File: config.mk
export PLATFORM = sky130hd
export DESIGN_NAME = router_pkt_reader
export DESIGN_NICKNAME = d
export VERILOG_FILES = /design/src/rtl/router_pkg.sv /design/src/rtl/router_timeout_cnt.sv /design/src/rtl/router_pkt_reader.sv
export SDC_FILE = /design/constraint.sdc
export NUM_CORES = 1
export LEC_CHECK = 0
export CORE_ASPECT_RATIO = 1.2
export CORE_UTILIZATION = 40
export DETAILED_ROUTE_END_ITERATION = 12
export PLACE_DENSITY = 0.65
export SLEW_MARGIN = 20
export SYNTH_ARGS = -nofsm -noshare
export SYNTH_HDL_FRONTEND = slang
export SYNTH_SLANG_ARGS = --single-unit
File: constraint.sdc
create_clock -name clk -period 2.7 [get_ports clk]
set_input_delay 0.54 -clock clk [delete_from_list [all_inputs] [get_ports clk]]
set_output_delay 0.54 -clock clk [all_outputs]
set_load 0.005 [all_outputs]
File: src/rtl/router_pkg.sv
// Shared definitions for the router output-port reader: header layout,
// timeout default and framing state encoding.
package router_pkg;

  localparam int unsigned LEN_MSB  = 7;
  localparam int unsigned LEN_LSB  = 2;
  localparam int unsigned ADDR_MSB = 1;
  localparam int unsigned ADDR_LSB = 0;

  localparam int unsigned TIMEOUT_DEFAULT = 30;

  typedef enum logic [1:0] {
    IDLE    = 2'd0,
    PAYLOAD = 2'd1,
    PARITY  = 2'd2
  } state_t;

  function automatic logic [LEN_MSB-LEN_LSB:0] hdr_len(input logic [7:0] hdr);
    return hdr[LEN_MSB:LEN_LSB];
  endfunction

  function automatic logic [ADDR_MSB-ADDR_LSB:0] hdr_addr(input logic [7:0] hdr);
    return hdr[ADDR_MSB:ADDR_LSB];
  endfunction

endpackage

File: src/rtl/router_timeout_cnt.sv
// Stall counter for the output handshake; expires after TIMEOUT stalled
// cycles and emits a registered one-cycle soft_reset pulse.
module router_timeout_cnt
  import router_pkg::*;
#(
  parameter int unsigned TIMEOUT = TIMEOUT_DEFAULT
) (
  input  logic clk,
  input  logic resetn,
  input  logic stall,
  input  logic accept,
  output logic expire,
  output logic soft_reset
);

  localparam logic [7:0] TERM = 8'(TIMEOUT - 1);

  logic [7:0] cnt;

  assign expire = stall && (cnt == TERM);

  always_ff @(posedge clk or negedge resetn) begin
    if (!resetn) begin
      cnt        <= '0;
      soft_reset <= 1'b0;
    end else begin
      soft_reset <= expire;
      if (expire || accept) begin
        cnt <= '0;
      end else if (stall) begin
        cnt <= cnt + 8'd1;
      end
    end
  end

endmodule

File: src/rtl/router_pkt_reader.sv
// Read-side controller for one router output FIFO: frames header/payload/
// parity packets onto a valid/ready byte stream and checks parity.
module router_pkt_reader
  import router_pkg::*;
#(
  parameter int unsigned TIMEOUT = TIMEOUT_DEFAULT,
  parameter int unsigned DW      = 8
) (
  input  logic          clk,
  input  logic          resetn,
  input  logic          fifo_empty,
  input  logic [DW-1:0] fifo_dout,
  output logic          fifo_re,
  output logic          soft_reset,
  output logic [DW-1:0] out_data,
  output logic          out_valid,
  input  logic          out_ready,
  output logic          out_sop,
  output logic          out_eop,
  output logic [1:0]    pkt_addr,
  output logic          parity_err,
  output logic          busy
);

  localparam int unsigned LW = LEN_MSB - LEN_LSB + 1;

  state_t          state, state_nxt;
  logic            rd_pend;
  logic [LW-1:0]   rem;
  logic [DW-1:0]   acc;
  logic            accept;
  logic            stall;
  logic            flush;
  logic            eop_done;

  assign accept   = out_valid && out_ready;
  assign stall    = out_valid && !out_ready;
  assign eop_done = accept && out_eop;

  // Gated by resetn so that every output reads 0 while reset is held.
  assign fifo_re = resetn && !fifo_empty && !rd_pend && !soft_reset &&
                   (!out_valid || out_ready);

  router_timeout_cnt #(
    .TIMEOUT(TIMEOUT)
  ) u_timeout (
    .clk        (clk),
    .resetn     (resetn),
    .stall      (stall),
    .accept     (accept),
    .expire     (flush),
    .soft_reset (soft_reset)
  );

  always_ff @(posedge clk or negedge resetn) begin
    if (!resetn) begin
      state <= IDLE;
    end else begin
      state <= state_nxt;
    end
  end

  always_comb begin
    state_nxt = state;
    if (flush || eop_done) begin
      state_nxt = IDLE;
    end else if (rd_pend) begin
      unique case (state)
        IDLE:    state_nxt = (hdr_len(fifo_dout) != '0) ? PAYLOAD : PARITY;
        PAYLOAD: if (rem == LW'(1)) state_nxt = PARITY;
        default: ;
      endcase
    end
  end

  always_ff @(posedge clk or negedge resetn) begin
    if (!resetn) begin
      rd_pend    <= 1'b0;
      out_data   <= '0;
      out_valid  <= 1'b0;
      out_sop    <= 1'b0;
      out_eop    <= 1'b0;
      pkt_addr   <= '0;
      parity_err <= 1'b0;
      busy       <= 1'b0;
      rem        <= '0;
      acc        <= '0;
    end else begin
      parity_err <= 1'b0;
      if (flush) begin
        // Timeout flush abandons the held byte and any pending read.
        rd_pend   <= 1'b0;
        out_valid <= 1'b0;
        out_sop   <= 1'b0;
        out_eop   <= 1'b0;
        busy      <= 1'b0;
        rem       <= '0;
        acc       <= '0;
      end else begin
        rd_pend <= fifo_re;
        if (rd_pend) begin
          out_data  <= fifo_dout;
          out_valid <= 1'b1;
          unique case (state)
            IDLE: begin
              rem      <= hdr_len(fifo_dout);
              pkt_addr <= hdr_addr(fifo_dout);
              out_sop  <= 1'b1;
              out_eop  <= 1'b0;
              busy     <= 1'b1;
              acc      <= fifo_dout;
            end
            PAYLOAD: begin
              rem     <= rem - LW'(1);
              acc     <= acc ^ fifo_dout;
              out_sop <= 1'b0;
              out_eop <= 1'b0;
            end
            default: begin
              out_sop <= 1'b0;
              out_eop <= 1'b1;
            end
          endcase
        end else if (accept) begin
          out_valid <= 1'b0;
          out_sop   <= 1'b0;
          out_eop   <= 1'b0;
        end
        if (eop_done) begin
          busy       <= 1'b0;
          acc        <= '0;
          parity_err <= (acc != out_data);
        end
      end
    end
  end

endmodule

# Word-level counts from Yosys, hierarchy flattened
# Cells that the tools add are included.
[word_totals]
elab_cells = 86
ff_bits = 41
in_bits = 12
output_inout_bits = 17
[op_classes]
n_addsub = 2
reduce_logical = 34
mux = 30
bitwise = 2
eq_ne = 5
[op_table]
columns = ["op", "count"]
rows = [
  ["$mux W8", 5],
  ["$mux W1", 16],
  ["$pmux W8 S2", 1],
  ["$reduce_bool A3 Y1", 5],
  ["$mux W6", 2],
  ["$pmux W6 S2", 1],
  ["$add A8 B1 Y8 const B", 1],
  ["$eq A8 B5 Y1 const B", 1],
  ["$logic_and A1 B1 Y1", 8],
  ["$mux W2", 4],
  ["$ne A8 B8 Y1", 1],
  ["$reduce_and A2 Y1", 4],
  ["$xor A8 B8 Y8", 1],
  ["$eq A6 B1 Y1 const B", 1],
  ["$reduce_and A3 Y1", 2],
  ["$reduce_bool A2 Y1", 3],
  ["$reduce_bool A6 Y1", 1],
  ["$sub A6 B1 Y6 const B", 1],
  ["$logic_not A1 Y1", 5],
  ["$pmux W2 S2", 1],
  ["$reduce_bool A4 Y1", 1],
  ["$logic_or A1 B1 Y1", 3],
  ["$ne A3 B3 Y1 const B", 1],
  ["$eq A2 B1 Y1 const B", 1],
  ["other kinds (3)", 3],
]

# Longest topological paths before layout
# Gate-level depths: netlist of the first run.
[depth]
ltp_word = 6
ltp_mapped = 7
depth_no_buf = 6

# Cells and area by module
# Synthesis of the first run repeated with hierarchy kept, for this count alone.
[hier_totals]
cells_unflattened = 213
area_unflattened_um2 = 2134.5
[by_module_without_submodules]
columns = ["mod", "seq_area_each_um2", "n_inst", "cells_per_inst", "area_each_um2"]
rows = [
  ["router_pkt_reader", 800.8, 1, 168, 1670.4],
  ["router_timeout_cnt", 225.2, 1, 45, 464.2],
]

# Least setup slack after synthesis of the first run
# Ideal clock, no wire load.
[synth_timing]
path_type = "reg-to-reg"
from = "reg u_timeout.cnt[1]"
to = "reg out_data[0]"
slack_ns = 0.758
required_time_ns = 2.575
period_less_slack_ns = 1.942
n_path_buf = 1
setup_ns = 0.125
stages_incl_launch_ff = 8
arrival_ns = 1.818
cell_sequence = "dfrtp_1 -> inv_1 -> ha_1 -> or4b_4 -> nor3_4 -> nand2b_1 -> buf_6 -> mux2_2"
[synth_between]
elab_chain_cells = 4
[synth_lines]
columns = ["item", "line_no", "rtl"]
rows = [
  ["start, declared", "router_timeout_cnt.sv:18", "logic [7:0] cnt;"],
  ["start signal, assigned", "router_timeout_cnt.sv:31", "cnt <= cnt + 8'd1;"],
  ["$eq A8 B5 Y1", "router_timeout_cnt.sv:20", "assign expire = stall && (cnt == TERM);"],
  ["$logic_and A1 B1 Y1", "router_timeout_cnt.sv:20", ""],
  ["$not A1 Y1 (no source line)", "n/a", ""],
  ["$reduce_and A2 Y1 (no source line)", "n/a", ""],
  ["end signal, assigned", "router_pkt_reader.sv:102", "out_data <= fifo_dout;"],
  ["end, declared", "router_pkt_reader.sv:15", "output logic [DW-1:0] out_data,"],
]
# No other way between the ends.
# A chain may end at the register's enable or synchronous reset.

# Final worst setup path of the first run
[layout_timing]
from = "in out_ready"
to = "out fifo_re"
[layout_between]
elab_chain_cells = 2
[layout_lines]
columns = ["item", "line_no", "rtl"]
rows = [
  ["start, declared", "router_pkt_reader.sv:17", "input logic out_ready,"],
  ["$logic_or A1 B1 Y1", "router_pkt_reader.sv:42", "(!out_valid || out_ready);"],
  ["$logic_and A1 B1 Y1", "router_pkt_reader.sv:41", "assign fifo_re = resetn && !fifo_empty && !rd_pend && !soft_reset &&"],
  ["end, declared", "router_pkt_reader.sv:13", "output logic fifo_re,"],
]
# No other way between the ends.

==> impl_metrics.py, run 1 <==
metrics = {
    "outcome": {
        "status": "finished clean",
    },
    "sta": {
        "min_period_over_period_pct": 93.3,
        "slew_headroom_pct": 64.9,
        "setup_viol": 0,
        "finalHoldViolCount": 0,
        "slew_violations": 0,
        "rsz0062_at_grt": "false",
        "holdWs_ps": 362,
        "finalCriticalPeriod_ps": 2520,
        "finalSetupTns_ps": 0,
        "clock.fmax_ghz": 0.397,
        "fin_skew_ps": 4.76,
        "worst_pin_slew_ps": 527,
        "fin_ws_ps": 180,
    },
    "cts": {
        "cts_made_buffers": 5,
        "clockBufferDepth": 2,
        "cts_resized": 0,
        "hold_buffers": 0,
        "clock-sinks": 41,
        "cts_max_level": 2,
        "clk-insertion-delay-late_ps": 290,
        "clock_tree.root_cell": "clkbuf_8",
        "cts_tree": "yes",
        "post_cts_buffers": 0,
        "path_clk_slew_ps": 80,
    },
    "synth": {
        "synth_ff_type": "dfrtp_1",
        "synth-warning-count": 0,
        "synth_area_sq_um": 2110,
        "async_flop_share_pct": 100,
        "postSynthCellCount": 214,
        "syn_area_per_cell_sq_um": 9.87,
        "syn-num-nets": 230,
        "yosysSeqAreaShare_pct": 48.6,
        "ys_seq_elements": 41,
        "synth_edf_count": 0,
        "synth.distinct_cells": 39,
    },
    "critical_path": {
        "cp-start-kind": "primary input",
        "ff2ff_path_depth": 6,
        "worstReg2RegEnd": "out_data[5]$_DFFE_PN0P_",
        "critPathKind": "primary input to output pin",
        "worst_setup_path_end_kind": "output pin",
        "r2r_slack_ps": 470,
        "cp.arrival_ps": 1980,
        "worstPathMaxFanout": 3,
        "critPathRequiredTime_ps": 2160,
        "rr_startpoint": "u_timeout.cnt[1]$_DFFE_PN0P_",
    },
    "flow_run": {
        "cap_violations": 0,
    },
    "die": {
        "die_y_um": 81.6,
        "row_count": 28,
        "fp.dieW_um": 68.3,
        "start_util_pct": 42.2,
        "coreArea_sq_um": 5010,
        "io-pin-count": 29,
        "dieArea_sq_um": 5580,
    },
    "finish": {
        "syn_to_final_growth_pct": 20.2,
        "final_common_cell": "dfrtp_1",
        "antenna_cells": 0,
        "n_fill_cell": 490,
        "drive_gt1_share_pct": 10.6,
        "final_cell_mix": "dfrtp_1 (41), clkdlybuf4s50_1 (27), nor2_1 (22)",
        "final_nets": 260,
        "finalCoreUtilization_pct": 50.7,
    },
    "placement": {
        "numPortBuffers": 28,
        "place_ws_ps": 179,
        "routabilityCongestion": 0.843,
        "hpwl_um": 3290,
    },
    "detailed_routing": {
        "dr.pass1.iters": 4,
        "drcViolationCount": 0,
        "routed_wl_um": 4710,
        "drt_iter0_markers": 165,
        "vias": 1693,
        "vias_per_cell": 5.55,
        "ant_nets": 0,
        "routedWlPerCell_um": 15.4,
    },
    "global_routing": {
        "grt_pass1_vias": 1674,
        "busiest_layer": "met2",
        "grtUsageMet3_pct": 3.89,
        "use_met2_pct": 31.4,
        "antenna_found_initial": 0,
        "met1_usage_pct": 25.7,
        "grt_usage_pct": 19.5,
        "grt_max_degree": 43,
        "gr-total-overflow": 0,
        "grt_first_pass_wirelength_um": 8070,
    },
    "power_and_ir_drop": {
        "leakage_nw": 1.12,
        "ir_worst_vdd_mv": 0.451,
        "power-per-cell-area_nw_per_um2": 859,
        "p_total_mw": 2.18,
    },
    "hold_path": {
        "hold_path_class": "primary input to asynchronous set/reset pin",
    },
}
per-layer routing:
metal  wire length [um]  part of all wire, %
met5                  0                    0
met4                 62                  1.3
met3                232                  4.9
met2               2360                   50
met1               2060                   44
stage by stage:
stage               cells  cell area (sq um)
finish                305               2540
global route          305               2540
CTS                   305               2540
detailed placement    297               2460
global placement      297               2460
floorplan             214               2110
worst max path at each step:
| stage | to | from | cells after the start |
|---|---|---|---|
| 3_3_place_gp | fifo_re | out_ready | 5 |
| 4_1_cts | fifo_re | out_ready | 5 |
| 5_1_grt | fifo_re | out_ready | 5 |
| 6_report | fifo_re | out_ready | 5 |
| 2_1_floorplan | out_data[0]$_DFFE_PN0P_ | u_timeout.cnt[1]$_DFFE_PN0P_ | 7 |
| 3_5_place_dp | fifo_re | out_ready | 5 |
state kept, by name, summed over array words and instances (netlist names), 2 cells and up:
register,flops
acc,8
out_data,8
pkt_addr,2
rem,6
state,2
u_timeout.cnt,8
synthesized netlist by cell type (all sizes together), types with 4 or more instances:
| library cell | count | share of area, % |
|---|---|---|
| a32oi | 6 | 2.5 |
| clkbuf | 8 | 1.4 |
| dfrtp | 41 | 49 |
| mux2 | 10 | 5.3 |
| nand2 | 14 | 2.5 |
| nor4 | 4 | 1.2 |
| nor2 | 22 | 3.9 |
| ha | 4 | 2.4 |
| o21ai | 17 | 4.0 |
| a21oi | 11 | 2.6 |
| xor2 | 12 | 5.0 |
| nand2b | 5 | 1.5 |
| and3 | 5 | 1.5 |
| inv | 11 | 2.0 |
worst max-delay path, cell delays in order:
cell and delay, ps:
clkdlybuf4s50_1 470, inv_1 60, a21oi_1 220, and3_1 190, clkdlybuf4s50_1 490
final cells by class:
type                       count  area (sq um)  share of cell area (%)
tap                           60          75.1                    2.96
inverter                      11          41.3                    1.63
timing repair buffer          34           320                    12.6
clock buffer                   6          72.6                    2.86
clock inverter                 2          10.0                   0.394
multi-input combinational    151           993                    39.1
sequential                    41          1030                    40.4
report_power, final:
group          leakage (nW)  internal (mW)  switching (mW)
clock network        0.0450          0.179           0.213
registers             0.510          0.805           0.204
logic                 0.565          0.398           0.380
total                  1.12           1.38           0.797
logic make-up after synthesis:
| family | count (synthesis) | synth area share [%] |
|---|---|---|
| AND/OR/NAND/NOR | 70 | 17.4 |
| AO/OA/AOI/OAI | 53 | 16.1 |
| flip-flops | 41 | 48.6 |
| buffers and inverters | 22 | 4.38 |
| XOR/XNOR | 12 | 4.98 |
| multiplexers | 12 | 6.28 |
| adder cells (fa/ha/maj) | 4 | 2.37 |
Power figures use the tool's default switching activity.
==> inputs of run 2 (changes only) <==
--- a/config.mk
+++ b/config.mk
@@ -5,7 +5,7 @@
 export SDC_FILE = /design/constraint.sdc
 export NUM_CORES = 1
 export LEC_CHECK = 0
-export CORE_ASPECT_RATIO = 1.2
+export CORE_ASPECT_RATIO = 1.25
 export CORE_UTILIZATION = 40
 export DETAILED_ROUTE_END_ITERATION = 12
 export PLACE_DENSITY = 0.65
==> run 2 against run 1 <==
- clock skew grew 5.3 ps
- non-clock buffer count up 1
- final cell count increased by 0.98%
- first-iteration DRC count shrank 40%
- hold slack better by 10 ps
- sequential share of layout area down 0.95 points
- utilization up 0.51 points
- maximum frequency down 0.34%
- power grew 8.3%
- register-to-register slack improved by 40 ps
- global-route usage is 0.74 points lower
- wire length rose by 0.30%
- critical path type unchanged
- highest routed layer is now met5
==> impl_metrics.py, run 2 (same netlist as run 1, synthesis figures left out) <==
metrics = {
    "outcome": {
        "status": "finished clean",
    },
    "cts": {
        "cts_resized": 0,
        "clock_tree.root_cell": "clkbuf_8",
        "clock-sinks": 41,
        "clockBufferDepth": 2,
        "hold_buffers": 0,
        "cts_max_level": 2,
        "clk-insertion-delay-late_ps": 290,
        "path_clk_slew_ps": 80,
        "post_cts_buffers": 0,
        "cts_tree": "yes",
        "cts_made_buffers": 5,
    },
    "critical_path": {
        "worstPathCellList": "clkdlybuf4s50_1 > inv_1 > a21oi_1 > and3_1 > clkdlybuf4s50_1",
        "cp_common_cell": "clkdlybuf4s50_1",
        "critPathKind": "primary input to output pin",
        "slowest_delay_ps": 500,
        "critPathSlowestCell": "clkdlybuf4s50_1",
        "path_delay_family": "buffers and inverters",
        "critPathRequiredTime_ps": 2160,
        "crit_buf_inv": 3,
        "worstPathMaxFanout": 3,
        "cp-start-kind": "primary input",
        "worst_setup_path_end_kind": "output pin",
        "cp.arrival_ps": 1990,
    },
    "power_and_ir_drop": {
        "seq_power_share_pct": 42.7,
        "p_sw_mw": 0.792,
        "p_total_mw": 2.36,
        "p_int_mw": 1.57,
        "ir_worst_vdd_mv": 0.369,
        "power.share.clock_pct": 24.6,
        "p_sw_share_pct": 33.5,
        "leakage_nw": 1.15,
        "power-per-cell-area_nw_per_um2": 909,
        "combPwrFrac_pct": 32.7,
    },
    "finish": {
        "finalNonFillerCells": 308,
        "final_common_cell": "dfrtp_1",
        "antenna_cells": 0,
        "syn_to_final_growth_pct": 23.1,
        "drive_gt1_share_pct": 11.4,
        "final_cell_mix": "dfrtp_1 (41), clkdlybuf4s50_1 (27), nor2_1 (22)",
        "final_nets": 261,
        "n_fill_cell": 502,
        "largest_registers": "acc: 8 flops, out_data: 8 flops, u_timeout.cnt: 8 flops",
    },
    "die": {
        "row_count": 29,
        "io-pin-count": 29,
        "dieArea_sq_um": 5580,
        "die_y_um": 83.2,
        "coreArea_sq_um": 5080,
        "fp.dieW_um": 67.0,
        "start_util_pct": 41.6,
    },
    "global_routing": {
        "antenna_found_initial": 1,
        "grt_first_pass_wirelength_um": 8070,
        "grt_usage_pct": 18.8,
        "gr-total-overflow": 0,
        "grt_pass1_vias": 1702,
        "grt_max_degree": 43,
    },
    "placement": {
        "numPortBuffers": 28,
        "hpwl_um": 3280,
        "place_ws_ps": 183,
        "routabilityCongestion": 0.801,
        "dp_cells": 300,
    },
    "flow_run": {
        "cap_violations": 0,
    },
    "hold_path": {
        "hold_path_class": "primary input to asynchronous set/reset pin",
    },
    "sta": {
        "clock.fmax_ghz": 0.395,
        "finalCriticalPeriod_ps": 2530,
        "worst_pin_slew_ps": 535,
        "slew_headroom_pct": 64.4,
        "holdWs_ps": 373,
        "min_period_over_period_pct": 93.7,
        "fin_skew_ps": 10.1,
        "finalHoldViolCount": 0,
        "fin_ws_ps": 171,
        "finalSetupTns_ps": 0,
        "setup_viol": 0,
        "rsz0062_at_grt": "false",
        "slew_violations": 0,
    },
    "detailed_routing": {
        "vias": 1703,
        "routed_wl_um": 4730,
        "drt_iter0_markers": 99,
        "drcViolationCount": 0,
        "dr.pass1.iters": 6,
        "vias_per_cell": 5.53,
        "ant_nets": 0,
        "routedWlPerCell_um": 15.3,
    },
}
==> run 2: area by class of cell <==
cell class,instances,area [sq um],share of cell area (%)
Timing Repair Buffer,35,328,12.6
Multi-Input combinational cell,151,993,38.2
Clock inverter,3,65.1,2.50
Tap cell,62,77.6,2.98
Inverter,11,41.3,1.59
Clock buffer,5,68.8,2.65
Sequential cell,41,1030,39.5
==> run 2: per-layer routing <==
metal,vias to the layer above,track usage [%],part of all wire (%)
met5,-,0,0.40
met4,2,4.64,0.53
met3,4,4.67,3.2
met2,35,30.6,51
met1,839,24.6,45
li1,823,-,-
==> run 2: worst paths after layout <==
| check | start | endpoint | slack (ps) | cells past startpoint |
|---|---|---|---|---|
| max reg2reg | u_timeout.cnt[1]$_DFFE_PN0P_ | out_data[1]$_DFFE_PN0P_ | 510 | 6 |
| min reg2reg | busy$_DFFE_PN0P_ | busy$_DFFE_PN0P_ | 510 | 2 |
| min | resetn | state[0]$_DFFE_PN0P_ | 370 | 2 |
| max | out_ready | fifo_re | 170 | 5 |
| min in group clk | busy$_DFFE_PN0P_ | busy$_DFFE_PN0P_ | 510 | 2 |
| max in group asynchronous | resetn | u_timeout.cnt[5]$_DFFE_PN0P_ | 1960 | 2 |
==> run 2: stage by stage <==
stage / util, % / area, sq um
after floorplan: - / 2110
after global placement: 48.5 / 2470
after detailed placement: 48.5 / 2470
after CTS: 51.2 / 2600
after global routing: 51.2 / 2600
final: 51.2 / 2600
==> run 2: power groups by stage <==
| stage | Sequential (mW) | Combinational [mW] | Clock, mW |
|---|---|---|---|
| after floorplan | 0.966 | 0.518 | 0 |
| after global placement | 1.02 | 0.761 | 0 |
| after detailed placement | 1.02 | 0.782 | 0 |
| after CTS | 1.01 | 0.784 | 0.600 |
| after global routing | 1.04 | 0.878 | 0.620 |
| final | 1.01 | 0.774 | 0.580 |
==> inputs of run 3 (changes only) <==
--- a/config.mk
+++ b/config.mk
@@ -6,9 +6,10 @@
 export NUM_CORES = 1
 export LEC_CHECK = 0
 export CORE_ASPECT_RATIO = 1.25
-export CORE_UTILIZATION = 40
+export CORE_UTILIZATION = 25
 export DETAILED_ROUTE_END_ITERATION = 12
-export PLACE_DENSITY = 0.65
+export PLACE_DENSITY_LB_ADDON = 0.15
+export SETUP_SLACK_MARGIN = 0.1
 export SLEW_MARGIN = 20
 export SYNTH_ARGS = -nofsm -noshare
 export SYNTH_HDL_FRONTEND = slang
==> run 3 against run 2 <==
- final cell count grew 11%
- critical endpoint unchanged
- setup slack gained 44 ps
- via count down 1.4%
- final area up 1.2%
- the flow now finishes with violations (DRC)
==> impl_metrics.py, run 3 (same netlist as run 1, synthesis figures left out) <==
metrics = {
    "power_and_ir_drop": {
        "ir_worst_vdd_mv": 0.215,
        "seq_power_share_pct": 43.5,
        "p_sw_share_pct": 35.3,
        "power-per-cell-area_nw_per_um2": 885,
        "p_int_mw": 1.51,
        "combPwrFrac_pct": 33.8,
        "power.share.clock_pct": 22.7,
        "leakage_nw": 1.14,
        "p_sw_mw": 0.821,
    },
    "cts": {
        "clk-insertion-delay-late_ps": 290,
        "clock-sinks": 41,
        "path_clk_slew_ps": 90,
        "cts_tree": "yes",
        "cts_max_level": 2,
        "clock_tree.root_cell": "clkbuf_8",
        "hold_buffers": 0,
        "cts_made_buffers": 5,
        "clockBufferDepth": 2,
    },
    "global_routing": {
        "gr-total-overflow": 0,
        "antenna_found_initial": 0,
        "grt_pass1_vias": 1695,
        "grt_first_pass_wirelength_um": 8810,
        "grt_usage_pct": 12.9,
        "grt_max_degree": 43,
    },
    "die": {
        "coreArea_sq_um": 8190,
        "die_y_um": 105,
        "dieArea_sq_um": 8820,
        "io-pin-count": 29,
        "start_util_pct": 25.8,
        "row_count": 37,
        "fp.dieW_um": 84.2,
    },
    "placement": {
        "dpl_cell_area_sq_um": 2510,
        "numPortBuffers": 28,
        "hpwl_um": 3690,
        "routabilityCongestion": 0.779,
    },
    "critical_path": {
        "cp.arrival_ps": 1940,
        "worstPathMaxFanout": 3,
        "worstPathCellList": "clkdlybuf4s50_1 > inv_1 > a21oi_2 > and3_1 > clkdlybuf4s50_1",
        "worst_setup_path_end_kind": "output pin",
        "critPathKind": "primary input to output pin",
        "crit_buf_inv": 3,
        "cp-start-kind": "primary input",
        "path_delay_family": "buffers and inverters",
        "critPathSlowestCell": "clkdlybuf4s50_1",
        "cp_common_cell": "clkdlybuf4s50_1",
        "slowest_delay_ps": 500,
        "critPathRequiredTime_ps": 2160,
    },
    "sta": {
        "clock.fmax_ghz": 0.403,
        "finalHoldViolCount": 0,
        "slew_headroom_pct": 63.2,
        "finalCriticalPeriod_ps": 2480,
        "slew_violations": 0,
        "fin_skew_ps": 5.55,
        "finalSetupTns_ps": 0,
        "worst_pin_slew_ps": 552,
        "rsz0062_at_grt": "false",
        "min_period_over_period_pct": 92.0,
        "setup_viol": 0,
    },
    "finish": {
        "largest_registers": "acc: 8 flops, out_data: 8 flops, u_timeout.cnt: 8 flops",
        "final_area_sq_um": 2630,
        "syn_to_final_growth_pct": 24.5,
        "final_nets": 261,
        "final_common_cell": "dfrtp_1",
        "antenna_cells": 0,
        "final_cell_mix": "dfrtp_1 (41), clkdlybuf4s50_1 (27), nor2_1 (22)",
        "drive_gt1_share_pct": 11.4,
    },
    "detailed_routing": {
        "routedWlPerCell_um": 15.6,
        "drcViolationCount": 2,
        "vias_per_cell": 4.90,
        "drt_iter0_markers": 71,
        "ant_nets": 0,
        "routed_wl_um": 5340,
        "vias": 1679,
        "dr.pass1.iters": 8,
    },
    "outcome": {
        "violations": "DRC",
        "status": "finished with violations",
    },
    "hold_path": {
        "hold_path_class": "primary input to asynchronous set/reset pin",
    },
    "flow_run": {
        "cap_violations": 0,
    },
}
==> run 3: cell count changes in the layout (fill, tap and decap cells not counted) <==
cell       delta
a21oi_1       -1
bufinv_16     -1
a21oi_2       +1
clkinv_2      -1
clkbuf_8      +1
clkbuf_1      +1
==> run 3: worst paths after layout <==
kind,startpoint,end,slack [ps],depth (start not counted)
worst max-delay path,out_ready,fifo_re,220,5
worst min-delay path,resetn,rem[0]$_DFFE_PN0P_,350,2
worst max register to register,u_timeout.cnt[1]$_DFFE_PN0P_,out_data[4]$_DFFE_PN0P_,580,7
worst min register to register,pkt_addr[1]$_DFFE_PN0P_,pkt_addr[1]$_DFFE_PN0P_,520,1
max in group asynchronous,resetn,out_data[4]$_DFFE_PN0P_,1970,2
min in group clk,pkt_addr[1]$_DFFE_PN0P_,pkt_addr[1]$_DFFE_PN0P_,520,1
==> run 3: layer usage <==
metal / routed length (um) / vias to the layer above / track usage [%]
li1: - / 826 / -
met1: 2530 / 815 / 16.9
met2: 2580 / 33 / 21.7
met3: 185 / 5 / 2.61
met4: 43 / 0 / 2.96
met5: 0 / - / 0
==> run 3: layout make-up <==
type                            count  area (sq um)
Clock buffer                        7          86.3
Tap cell                           97           121
Sequential cell                    41          1030
Inverter                           11          41.3
Fill cell                         868          5560
Clock inverter                      1          30.0
Timing Repair Buffer               35           328
Multi-Input combinational cell    151           997
==> run 3: stage by stage <==
step	setup WS (ps)	util [%]	power, mW	hold slack, ps	std cells
finish	216	32.1	2.33	350	343
CTS	122	32.1	2.36	395	343
floorplan	758	-	1.48	244	214
detailed placement	123	30.6	1.82	504	335
global placement	142	30.6	1.82	500	335
global route	110	32.1	2.51	424	343
==> run 3: what timing repair did <==
action                     4_1_cts  5_1_grt
setup endpoints to repair        0        1
gates resized for setup          0        1
setup buffers                    0        0
==> run 3: power groups by stage <==
stage	logic (mW)	clock network, mW	registers [mW]
after floorplan	0.518	0	0.966
after global placement	0.797	0	1.02
after detailed placement	0.799	0	1.03
after CTS	0.803	0.544	1.01
after global routing	0.896	0.572	1.04
final	0.787	0.529	1.01
